### config.mk
export PLATFORM = sky130hd
export DESIGN_NAME = axis_axil_master_flat
export DESIGN_NICKNAME = d
export VERILOG_FILES = /design/src/rtl/axis_axil_pkg.sv /design/src/rtl/axis_axil_master_if.sv /design/src/rtl/axis_axil_master.sv /design/src/flat_wrapper.sv
export SDC_FILE = /design/constraint.sdc
export NUM_CORES = 1
export LEC_CHECK = 0
export CAP_MARGIN = 0
export CORE_MARGIN = 3
export CORE_UTILIZATION = 35
export DETAILED_ROUTE_END_ITERATION = 12
export PLACE_DENSITY = 0.82
export RECOVER_POWER = 25
export SLEW_MARGIN = 25
export SYNTH_ARGS = -nofsm -noshare
export SYNTH_HDL_FRONTEND = slang
export SYNTH_SLANG_ARGS = --single-unit
### constraint.sdc
create_clock -name clock -period 3.25 [get_ports clock]
set_input_delay 0.4875 -clock clock [delete_from_list [all_inputs] [get_ports clock]]
set_output_delay 0.4875 -clock clock [all_outputs]
set_load 0.03 [all_outputs]
### src/rtl/axis_axil_pkg.sv
// Shared types and constants for the stream-driven AXI-Lite initiator.
package axis_axil_pkg;

  typedef enum logic [2:0] {
    IDLE,
    WRITE,
    WAIT_B,
    READ_ADDR,
    WAIT_R,
    RESPOND
  } state_t;

  localparam int unsigned CMD_READ_BIT = 0;
  localparam int unsigned RSP_RESP_LSB = 0;
  localparam logic [1:0]  RESP_OKAY    = 2'b00;

endpackage

### src/rtl/axis_axil_master_if.sv
// Stream and AXI-Lite bundles used by axis_axil_master.
interface axi_stream #(
  parameter int unsigned DATA_WIDTH = 32,
  parameter int unsigned DEST_WIDTH = 32,
  parameter int unsigned USER_WIDTH = 32
);
  logic                  valid;
  logic                  ready;
  logic [DATA_WIDTH-1:0] data;
  logic [DEST_WIDTH-1:0] dest;
  logic [USER_WIDTH-1:0] user;
  logic                  tlast;

  modport master (output valid, data, dest, user, tlast, input ready);
  modport slave  (input valid, data, dest, user, tlast, output ready);
endinterface

interface axi_lite #(
  parameter int unsigned DATA_WIDTH = 32,
  parameter int unsigned ADDR_WIDTH = 32
);
  logic [ADDR_WIDTH-1:0]   awaddr;
  logic [2:0]              awprot;
  logic                    awvalid;
  logic                    awready;
  logic [DATA_WIDTH-1:0]   wdata;
  logic [DATA_WIDTH/8-1:0] wstrb;
  logic                    wvalid;
  logic                    wready;
  logic [1:0]              bresp;
  logic                    bvalid;
  logic                    bready;
  logic [ADDR_WIDTH-1:0]   araddr;
  logic [2:0]              arprot;
  logic                    arvalid;
  logic                    arready;
  logic [DATA_WIDTH-1:0]   rdata;
  logic [1:0]              rresp;
  logic                    rvalid;
  logic                    rready;

  modport master (
    output awaddr, awprot, awvalid, wdata, wstrb, wvalid, bready,
           araddr, arprot, arvalid, rready,
    input  awready, wready, bresp, bvalid, arready, rdata, rresp, rvalid
  );
  modport slave (
    input  awaddr, awprot, awvalid, wdata, wstrb, wvalid, bready,
           araddr, arprot, arvalid, rready,
    output awready, wready, bresp, bvalid, arready, rdata, rresp, rvalid
  );
endinterface

### src/rtl/axis_axil_master.sv
// Turns each command stream beat into one AXI-Lite write or read; read results
// return as a single-beat response stream. One transaction in flight.
module axis_axil_master
  import axis_axil_pkg::*;
#(
  parameter int unsigned DATA_WIDTH = 32,
  parameter int unsigned ADDR_WIDTH = 32,
  parameter int unsigned DEST_WIDTH = 32,
  parameter int unsigned USER_WIDTH = 32
) (
  input  logic        clock,
  input  logic        reset,
  axi_stream.slave    cmd,
  axi_lite.master     axil,
  axi_stream.master   rsp,
  output logic        error,
  output logic [15:0] error_count
);

  state_t                state;
  logic                  aw_done;
  logic                  w_done;
  logic [ADDR_WIDTH-1:0] addr_q;
  logic [DATA_WIDTH-1:0] wdata_q;

  logic cmd_hs, aw_hs, w_hs, aw_fin, w_fin, b_hs, ar_hs, r_hs, rsp_hs, resp_err;

  // Only dest[ADDR_WIDTH-1:0] and user[CMD_READ_BIT] carry meaning on the command port.
  logic unused_cmd_bits;
  assign unused_cmd_bits = &{1'b0, cmd.tlast, cmd.user, cmd.dest};

  assign axil.awaddr = addr_q;
  assign axil.araddr = addr_q;
  assign axil.wdata  = wdata_q;
  assign axil.wstrb  = '1;
  assign axil.awprot = '0;
  assign axil.arprot = '0;

  assign cmd_hs   = (state == IDLE)      && cmd.valid    && cmd.ready;
  assign aw_hs    = (state == WRITE)     && axil.awvalid && axil.awready;
  assign w_hs     = (state == WRITE)     && axil.wvalid  && axil.wready;
  assign aw_fin   = aw_done || aw_hs;
  assign w_fin    = w_done  || w_hs;
  assign b_hs     = (state == WAIT_B)    && axil.bvalid  && axil.bready;
  assign ar_hs    = (state == READ_ADDR) && axil.arvalid && axil.arready;
  assign r_hs     = (state == WAIT_R)    && axil.rvalid  && axil.rready;
  assign rsp_hs   = (state == RESPOND)   && rsp.valid    && rsp.ready;
  assign resp_err = (b_hs && (axil.bresp != RESP_OKAY)) ||
                    (r_hs && (axil.rresp != RESP_OKAY));

  always_ff @(posedge clock or negedge reset) begin
    if (!reset) begin
      state        <= IDLE;
      aw_done      <= 1'b0;
      w_done       <= 1'b0;
      addr_q       <= '0;
      wdata_q      <= '0;
      cmd.ready    <= 1'b0;
      axil.awvalid <= 1'b0;
      axil.wvalid  <= 1'b0;
      axil.bready  <= 1'b0;
      axil.arvalid <= 1'b0;
      axil.rready  <= 1'b0;
      rsp.valid    <= 1'b0;
      rsp.data     <= '0;
      rsp.dest     <= '0;
      rsp.user     <= '0;
      rsp.tlast    <= 1'b0;
      error        <= 1'b0;
      error_count  <= '0;
    end else begin
      error <= resp_err;
      if (resp_err && (error_count != '1)) begin
        error_count <= error_count + 16'd1;
      end

      case (state)
        IDLE: begin
          cmd.ready <= 1'b1;
          if (cmd_hs) begin
            cmd.ready <= 1'b0;
            addr_q    <= cmd.dest[ADDR_WIDTH-1:0];
            wdata_q   <= cmd.data;
            aw_done   <= 1'b0;
            w_done    <= 1'b0;
            if (cmd.user[CMD_READ_BIT]) begin
              state        <= READ_ADDR;
              axil.arvalid <= 1'b1;
            end else begin
              state        <= WRITE;
              axil.awvalid <= 1'b1;
              axil.wvalid  <= 1'b1;
            end
          end
        end

        // AW and W retire independently; the done flags remember which already went.
        WRITE: begin
          if (aw_hs) begin
            axil.awvalid <= 1'b0;
            aw_done      <= 1'b1;
          end
          if (w_hs) begin
            axil.wvalid <= 1'b0;
            w_done      <= 1'b1;
          end
          if (aw_fin && w_fin) begin
            state       <= WAIT_B;
            axil.bready <= 1'b1;
          end
        end

        WAIT_B: begin
          if (b_hs) begin
            axil.bready <= 1'b0;
            cmd.ready   <= 1'b1;
            state       <= IDLE;
          end
        end

        READ_ADDR: begin
          if (ar_hs) begin
            axil.arvalid <= 1'b0;
            axil.rready  <= 1'b1;
            state        <= WAIT_R;
          end
        end

        WAIT_R: begin
          if (r_hs) begin
            axil.rready <= 1'b0;
            rsp.valid   <= 1'b1;
            rsp.data    <= axil.rdata;
            rsp.dest    <= DEST_WIDTH'(addr_q);
            rsp.user    <= USER_WIDTH'(axil.rresp) << RSP_RESP_LSB;
            rsp.tlast   <= 1'b1;
            state       <= RESPOND;
          end
        end

        RESPOND: begin
          if (rsp_hs) begin
            rsp.valid <= 1'b0;
            cmd.ready <= 1'b1;
            state     <= IDLE;
          end
        end

        default: state <= IDLE;
      endcase
    end
  end

endmodule

### src/flat_wrapper.sv
// flat-port wrapper written by rule: the top's interface ports become plain ports
module axis_axil_master_flat import axis_axil_pkg::*;
#(
  parameter int unsigned DATA_WIDTH = 32,
  parameter int unsigned ADDR_WIDTH = 32,
  parameter int unsigned DEST_WIDTH = 32,
  parameter int unsigned USER_WIDTH = 32
)
  (clock, reset, error, error_count, cmd_valid, cmd_data, cmd_dest, cmd_user, cmd_tlast, cmd_ready, axil_awaddr, axil_awprot, axil_awvalid, axil_wdata, axil_wstrb, axil_wvalid, axil_bready, axil_araddr, axil_arprot, axil_arvalid, axil_rready, axil_awready, axil_wready, axil_bresp, axil_bvalid, axil_arready, axil_rdata, axil_rresp, axil_rvalid, rsp_valid, rsp_data, rsp_dest, rsp_user, rsp_tlast, rsp_ready);
  axi_stream #(.DATA_WIDTH(DATA_WIDTH), .DEST_WIDTH(DEST_WIDTH), .USER_WIDTH(USER_WIDTH)) cmd_i ();
  axi_lite #(.DATA_WIDTH(DATA_WIDTH), .ADDR_WIDTH(ADDR_WIDTH)) axil_i ();
  axi_stream #(.DATA_WIDTH(DATA_WIDTH), .DEST_WIDTH(DEST_WIDTH), .USER_WIDTH(USER_WIDTH)) rsp_i ();
  input  logic clock;
  input  logic reset;
  output logic error;
  output logic [15:0] error_count;
  input wire logic [$bits(cmd_i.valid)-1:0] cmd_valid;
  input wire logic [$bits(cmd_i.data)-1:0] cmd_data;
  input wire logic [$bits(cmd_i.dest)-1:0] cmd_dest;
  input wire logic [$bits(cmd_i.user)-1:0] cmd_user;
  input wire logic [$bits(cmd_i.tlast)-1:0] cmd_tlast;
  output wire logic [$bits(cmd_i.ready)-1:0] cmd_ready;
  output wire logic [$bits(axil_i.awaddr)-1:0] axil_awaddr;
  output wire logic [$bits(axil_i.awprot)-1:0] axil_awprot;
  output wire logic [$bits(axil_i.awvalid)-1:0] axil_awvalid;
  output wire logic [$bits(axil_i.wdata)-1:0] axil_wdata;
  output wire logic [$bits(axil_i.wstrb)-1:0] axil_wstrb;
  output wire logic [$bits(axil_i.wvalid)-1:0] axil_wvalid;
  output wire logic [$bits(axil_i.bready)-1:0] axil_bready;
  output wire logic [$bits(axil_i.araddr)-1:0] axil_araddr;
  output wire logic [$bits(axil_i.arprot)-1:0] axil_arprot;
  output wire logic [$bits(axil_i.arvalid)-1:0] axil_arvalid;
  output wire logic [$bits(axil_i.rready)-1:0] axil_rready;
  input wire logic [$bits(axil_i.awready)-1:0] axil_awready;
  input wire logic [$bits(axil_i.wready)-1:0] axil_wready;
  input wire logic [$bits(axil_i.bresp)-1:0] axil_bresp;
  input wire logic [$bits(axil_i.bvalid)-1:0] axil_bvalid;
  input wire logic [$bits(axil_i.arready)-1:0] axil_arready;
  input wire logic [$bits(axil_i.rdata)-1:0] axil_rdata;
  input wire logic [$bits(axil_i.rresp)-1:0] axil_rresp;
  input wire logic [$bits(axil_i.rvalid)-1:0] axil_rvalid;
  output wire logic [$bits(rsp_i.valid)-1:0] rsp_valid;
  output wire logic [$bits(rsp_i.data)-1:0] rsp_data;
  output wire logic [$bits(rsp_i.dest)-1:0] rsp_dest;
  output wire logic [$bits(rsp_i.user)-1:0] rsp_user;
  output wire logic [$bits(rsp_i.tlast)-1:0] rsp_tlast;
  input wire logic [$bits(rsp_i.ready)-1:0] rsp_ready;
  assign cmd_i.valid = cmd_valid;
  assign cmd_i.data = cmd_data;
  assign cmd_i.dest = cmd_dest;
  assign cmd_i.user = cmd_user;
  assign cmd_i.tlast = cmd_tlast;
  assign cmd_ready = cmd_i.ready;
  assign axil_awaddr = axil_i.awaddr;
  assign axil_awprot = axil_i.awprot;
  assign axil_awvalid = axil_i.awvalid;
  assign axil_wdata = axil_i.wdata;
  assign axil_wstrb = axil_i.wstrb;
  assign axil_wvalid = axil_i.wvalid;
  assign axil_bready = axil_i.bready;
  assign axil_araddr = axil_i.araddr;
  assign axil_arprot = axil_i.arprot;
  assign axil_arvalid = axil_i.arvalid;
  assign axil_rready = axil_i.rready;
  assign axil_i.awready = axil_awready;
  assign axil_i.wready = axil_wready;
  assign axil_i.bresp = axil_bresp;
  assign axil_i.bvalid = axil_bvalid;
  assign axil_i.arready = axil_arready;
  assign axil_i.rdata = axil_rdata;
  assign axil_i.rresp = axil_rresp;
  assign axil_i.rvalid = axil_rvalid;
  assign rsp_valid = rsp_i.valid;
  assign rsp_data = rsp_i.data;
  assign rsp_dest = rsp_i.dest;
  assign rsp_user = rsp_i.user;
  assign rsp_tlast = rsp_i.tlast;
  assign rsp_i.ready = rsp_ready;
  axis_axil_master #(.DATA_WIDTH(DATA_WIDTH), .ADDR_WIDTH(ADDR_WIDTH), .DEST_WIDTH(DEST_WIDTH), .USER_WIDTH(USER_WIDTH)) u_core (.clock(clock), .reset(reset), .cmd(cmd_i), .axil(axil_i), .rsp(rsp_i), .error(error), .error_count(error_count));
endmodule
==> results.toml, run 1 <==
[status]
status = "complete, no violations"

[power]
powerDensity_mw_per_mm2 = 403
power_leakage_nw = 4.92
power_mw = 4.15
ir_drop_uv = 320

[finish]
final_nets = 1042
post-route-util = 0.541
final_cell_area_mm2 = 0.0103
antenna_cells = 0
layoutNonFillerInstCount = 1171
syn_to_final_growth_pct = 49.7
final_layout_size_suffix_gt1_frac = 0.117

[synthesis]
yosysTopAreaCell = "dfrtp_1"
async_flop_share = 1.00
synthFlopType = "dfrtp_1"
synth_edf_count = 0
ys_ff_latch = 160
synth-seq-area-share = 0.582
synth_top_area_frac = 0.582
synth_area_leaders = "dfrtp_1 (58%), nand2_1 (12%), mux2_2 (10%)"
yosys_warnings = 0
synth_area_mm2 = 0.00687
syn_inst = 639
synth.distinct_cells = 40
avgSynthCellArea_um2 = 10.8

[floorplan]
die_y_um = 146
start_util = 0.361
dieArea_mm2 = 0.0214
core_area_mm2 = 0.0190
die_w_um = 146
ios = 369
rows = 50

[clock_network]
h-tree-depth = 4
cts_made_buffers = 17
cts_tree = "done"
clock_latency_ns = 0.41
path_clk_slew_ns = 0.06
clock-root-buffer = "clkbuf_16"
cts_num_sinks = 160
cts_buffer_depth = 2
cts_setup_buffers = 0

[timing]
fin_crit_ns = 2.32
fmax_mhz = 432
final_max_slew_viol_count = 0
fin_tns_setup_ns = 0
relSlewSlack = 0.103
setup_violations = 0
finClkSkew_ns = 0.00932
hold_viol_final = 0
fin_crit_sh = 0.713
rsz0062_at_grt = "no"
tightest_slew_ns = 1.35

[placement]
gp_congestion = 0.811
io_buffers = 296
hpwlAfterDp_mm = 13.3
dpl-instance-area_mm2 = 0.00972
place_inst = 1139

[global_route]
grt_overflow = 0
grt_max_degree = 92
grt_pass1_wl_mm = 29.0
grt_pass1_vias = 5429
grt_usage = 0.168
antenna_found_initial = 0

[drt]
ant_nets = 0
viasPerCell = 4.56
drt_iter0_drc = 187
drcViolationCount = 0
routed_wl_mm = 18.2
wl_met1_mm = 7.12
top_layer_used = "met4"
vias = 5342
wl_met3_mm = 1.66
first_pass_iters = 5
wire_per_inst_um = 15.6
dr_wl_met2_mm = 9.25

[critical_path]
end_kind = "register"
cp-start-kind = "register"
critPathArrivalTime_ns = 2.61
reg2reg_depth = 5
cp.required_ns = 3.54
crit_type = "register to register"
cp_max_fo = 40

[run]
drv_cap = 0

[worst_hold_path]
hold_class = "register to register"
min_path_cells = 1
## final cells by class
class                           count  area, µm²
Tap cell                          260        325
Timing Repair Buffer              304       3040
Sequential cell                   160       4000
Fill cell                        1679       8730
Inverter                            2       12.5
Clock buffer                       21        470
Multi-Input combinational cell    414       2330
Clock inverter                     10        100
## worst paths after layout
path / from / endpoint / slack, ns
worst max-delay path: u_core.state[1] / u_core.axil.araddr[20] / 0.93
worst max register to register: u_core.state[1] / u_core.axil.araddr[20] / 0.93
worst min register to register: u_core.rsp.tlast / u_core.rsp.tlast / 0.46
worst min-delay path: u_core.rsp.tlast / u_core.rsp.tlast / 0.46
max in group asynchronous: reset / u_core.rsp.dest[26] / 1.06
min in group asynchronous: reset / u_core.axil.araddr[4] / 0.92
## critical path, stage by stage, from the launching register on
cell	delay [ns]
dfrtp_1	0.47
nor2_1	0.38
nand3_1	0.30
nor2_4	0.16
buf_4	0.44
mux2_2	0.40
## flip-flops by register name, indices dropped and copies added (netlist names)
name,flops
u_core.cmd.ready,1
u_core.axil.araddr,32
u_core.axil.rready,1
u_core.aw_done,1
u_core.axil.bready,1
u_core.rsp.dest,32
u_core.rsp.valid,1
u_core.axil.wvalid,1
u_core.axil.awvalid,1
u_core.rsp.user,2
u_core.error,1
u_core.error_count,16
u_core.rsp.tlast,1
u_core.axil.wdata,32
u_core.rsp.data,32
u_core.state,3
u_core.w_done,1
u_core.axil.arvalid,1
## cells by family (layout without fill, tap and decap cells)
group / count (synthesis) / in the layout / synth area share
compound gates: 24 / 24 / 0.0215
flops: 160 / 160 / 0.582
simple gates: 268 / 268 / 0.166
mux: 67 / 67 / 0.110
other cells: 2 / 40 / 0.00109
fa+ha+maj: 1 / 1 / 0.00182
buf+inv: 103 / 337 / 0.100
xor+xnor: 14 / 14 / 0.0178
## layer usage
| layer | global-route usage | vias up |
|---|---|---|
| met2 | 0.295 | 248 |
| met1 | 0.193 | 2588 |
| met3 | 0.0652 | 14 |
| met5 | 0 | - |
| met4 | 0.0428 | 0 |
| li1 | - | 2492 |
## metrics by stage
step	setup slack, ns	hold WS [ns]
global placement	0.704	0.356
finish	0.934	0.462
detailed placement	0.688	0.354
CTS	1.01	0.470
floorplan	1.27	0.192
global route	0.766	0.498
## cell usage after synthesis (2+ instances only)
cell and count:
nand2_1 212, dfrtp_1 160, buf_4 72, mux2_2 62
clkbuf_1 15, nor2_1 10, buf_2 9, nand3_1 9
nand4_1 9, a21oi_1 7, nor3_1 7, o21ai_0 7
xnor2_1 7, xor2_1 7, and4_1 4, mux2_1 4
a31oi_1 3, a41oi_1 3, and3_1 3, buf_1 3
nor2b_1 3, and2_1 2, buf_6 2, conb_1 2
nor2_2 2
## cell usage in the layout, fill, tap and decap left out, drive strengths merged, types with 2 or more instances in the layout
cell,netlist,routed
nand3,9,9
a41oi,3,3
nor2b,3,3
nor3,7,7
mux2,66,66
clkbuf,15,22
clkinv,0,4
nor2,12,12
xor2,7,7
a31oi,3,3
buf,86,7
and3,3,3
a21oi,7,7
conb,2,40
clkdlybuf4s50,0,295
nand2,213,213
dfrtp,160,160
and2,2,2
and4,4,4
o21ai,7,7
nand4,9,9
xnor2,7,7
inv,2,6
## timing repair
action,in CTS,in global routing
resized for setup,0,0
hold endpoints to repair,23,0
hold buffers,1,0
## power by group
part           internal, mW  leakage (nW)  total [mW]  switching (mW)
clock                  1.12         0.281        1.92           0.798
combinational         0.118          2.41       0.238           0.120
sequential             1.99          2.23        1.99               0
(Power assumes the default switching activity.)
==> inputs of run 2 (changes only) <==
==> constraint.sdc (replaced) <==
create_clock -name clock -period 2.3 [get_ports clock]
set_input_delay 0.345 -clock clock [delete_from_list [all_inputs] [get_ports clock]]
set_output_delay 0.345 -clock clock [all_outputs]
set_load 0.03 [all_outputs]
==> run 2 against run 1 <==
Sequential share of layout area is 0.47 points lower. Power rose by 45%. Final cell count is 0.77% higher. Setup slack lost 0.69 ns. Maximum frequency increased by 13%. Critical path type unchanged. Largest cell class unchanged.
==> results.toml, run 2 (synthesis gave the netlist of run 1 again) <==
[status]
status = "complete, no violations"

[power]
powerDensity_mw_per_mm2 = 577
swShare = 0.228
power_leakage_nw = 4.98
clockPowerShare = 0.475
seqPwrFrac = 0.468
ir_drop_uv = 455
switchingPower_mw = 1.37
p_int_mw = 4.64
combPwrFrac = 0.057

[critical_path]
critPathArrivalTime_ns = 2.35
crit_slowest_cell = "or4_4"
crit_buf_inv = 3
cp_num_cells = 7
reg2reg_depth = 7
cp-start-kind = "register"
end_kind = "register"
r2r_start = "u_core.state[1]"
crit_family = "simple AND/OR/NAND/NOR gates"
cp_max_fo = 10
crit_chain = "inv_2, or4_4, o22a_1, buf_12, inv_6, nand2_2, mux2_1"
cpPeakStageDelay_ns = 0.52
crit_start = "u_core.state[1]"
crit_type = "register to register"
cp.required_ns = 2.60

[drt]
routed_wl_mm = 18.4
wire_per_inst_um = 15.6
ant_nets = 0
first_pass_iters = 6
vias = 5371
drt_iter0_drc = 236
viasPerCell = 4.55
drcViolationCount = 0

[finish]
syn_to_final_growth_pct = 51.5
antenna_cells = 0
final_nets = 1050
layout_commonest_cell = "clkdlybuf4s50_1"
final_cell_area_mm2 = 0.0104
final_cell_mix = "clkdlybuf4s50_1 (295), nand2_1 (211), dfrtp_1 (160)"
final_layout_size_suffix_gt1_frac = 0.128
fillCellCount = 1667

[floorplan]
start_util = 0.361
core_area_mm2 = 0.0190
dieArea_mm2 = 0.0214
ios = 369
die_w_um = 146
die_y_um = 146
rows = 50

[clock_network]
cts_made_buffers = 17
cts_buffer_depth = 2
h-tree-depth = 4
ctsResizeCount = 0
cts_setup_buffers = 0
clock-root-buffer = "clkbuf_16"
clock_latency_ns = 0.42
cts_hold_buffers = 1
path_clk_slew_ns = 0.07
cts_num_sinks = 160
cts_tree = "done"

[worst_hold_path]
worstHoldStart = "axil_rdata[16]"
hold_class = "primary input to register"
min_path_cells = 3

[global_route]
antenna_found_initial = 0
grt_overflow = 0
grt_pass1_wl_mm = 29.8
grt_pass1_vias = 5548
grt_max_degree = 69
grt_usage = 0.173

[timing]
setup_violations = 0
fin_crit_sh = 0.892
fin_crit_ns = 2.05
final_max_slew_viol_count = 0
hold_viol_final = 0
tightest_slew_ns = 1.32
finClkSkew_ns = 0.00914
fin_tns_setup_ns = 0
relSlewSlack = 0.119
rsz0062_at_grt = "no"
fmax_mhz = 487
hold_ws_ns = 0.449

[placement]
dpl-instance-area_mm2 = 0.00983
io_buffers = 296
hpwlAfterDp_mm = 13.5
gp_congestion = 0.777

[run]
drv_cap = 0
run 2: final timing paths:
kind / end / slack (ns)
worst min-delay path: u_core.rsp.data[16] / 0.45
max in group asynchronous: u_core.axil.wdata[22] / 0.37
worst max register to register: u_core.error_count[1] / 0.25
min in group asynchronous: u_core.axil.araddr[4] / 0.76
worst min register to register: u_core.rsp.tlast / 0.47
worst max-delay path: u_core.error_count[1] / 0.25
run 2: stage by stage:
| step | cells | power (mW) | setup slack, ns | utilization |
|---|---|---|---|---|
| 3_5_place_dp | 1147 | 3.21 | 0.0509 | 0.517 |
| 4_1_cts | 1180 | 6.11 | 0.235 | 0.548 |
| 3_3_place_gp | 1147 | 3.21 | 0.0517 | 0.517 |
| 6_report | 1180 | 6.01 | 0.248 | 0.548 |
| 2_1_floorplan | 677 | 3.01 | 0.320 | - |
| 5_1_grt | 1180 | 6.23 | 0.0918 | 0.548 |
run 2: metal layers:
metal  global-route usage  vias up  part of all wire
met3               0.0611       18             0.084
met2                0.305      236              0.52
met5                    0        -                 0
met4               0.0508        0             0.013
met1                0.199     2602              0.39
li1                     -     2515                 -
run 2: cell type report:
cell class | count | area, µm² | share of cell area
clock inverter | 13 | 151 | 0.0145
inverter | 2 | 12.5 | 0.00120
tap | 260 | 325 | 0.0312
sequential | 160 | 4000 | 0.384
clock buffer | 19 | 443 | 0.0425
timing repair buffer | 312 | 3140 | 0.302
multi-input combinational | 414 | 2330 | 0.224
run 2: worst min-delay path: stages:
cell	delay (ns)
clkdlybuf4s50_1	0.39
nand2_1	0.05
nand2_1	0.04
run 2: power by group through the flow:
| stage | logic (mW) | clock network (mW) | registers (mW) |
|---|---|---|---|
| final | 0.340 | 2.86 | 2.81 |
| after global routing | 0.366 | 3.06 | 2.81 |
| after CTS | 0.347 | 2.95 | 2.81 |
| after detailed placement | 0.344 | 0 | 2.87 |
| after global placement | 0.341 | 0 | 2.87 |
| after floorplan | 0.140 | 0 | 2.87 |
==> inputs of run 3 (changes only) <==
--- a/config.mk
+++ b/config.mk
@@ -8,6 +8,7 @@
 export CAP_MARGIN = 0
 export CORE_MARGIN = 3
 export CORE_UTILIZATION = 35
+export CTS_CLUSTER_DIAMETER = 200
 export DETAILED_ROUTE_END_ITERATION = 12
 export PLACE_DENSITY = 0.82
 export RECOVER_POWER = 25
==> results of run 3 <==
The final DEF is identical to that of run 2; final timing and power are the same.
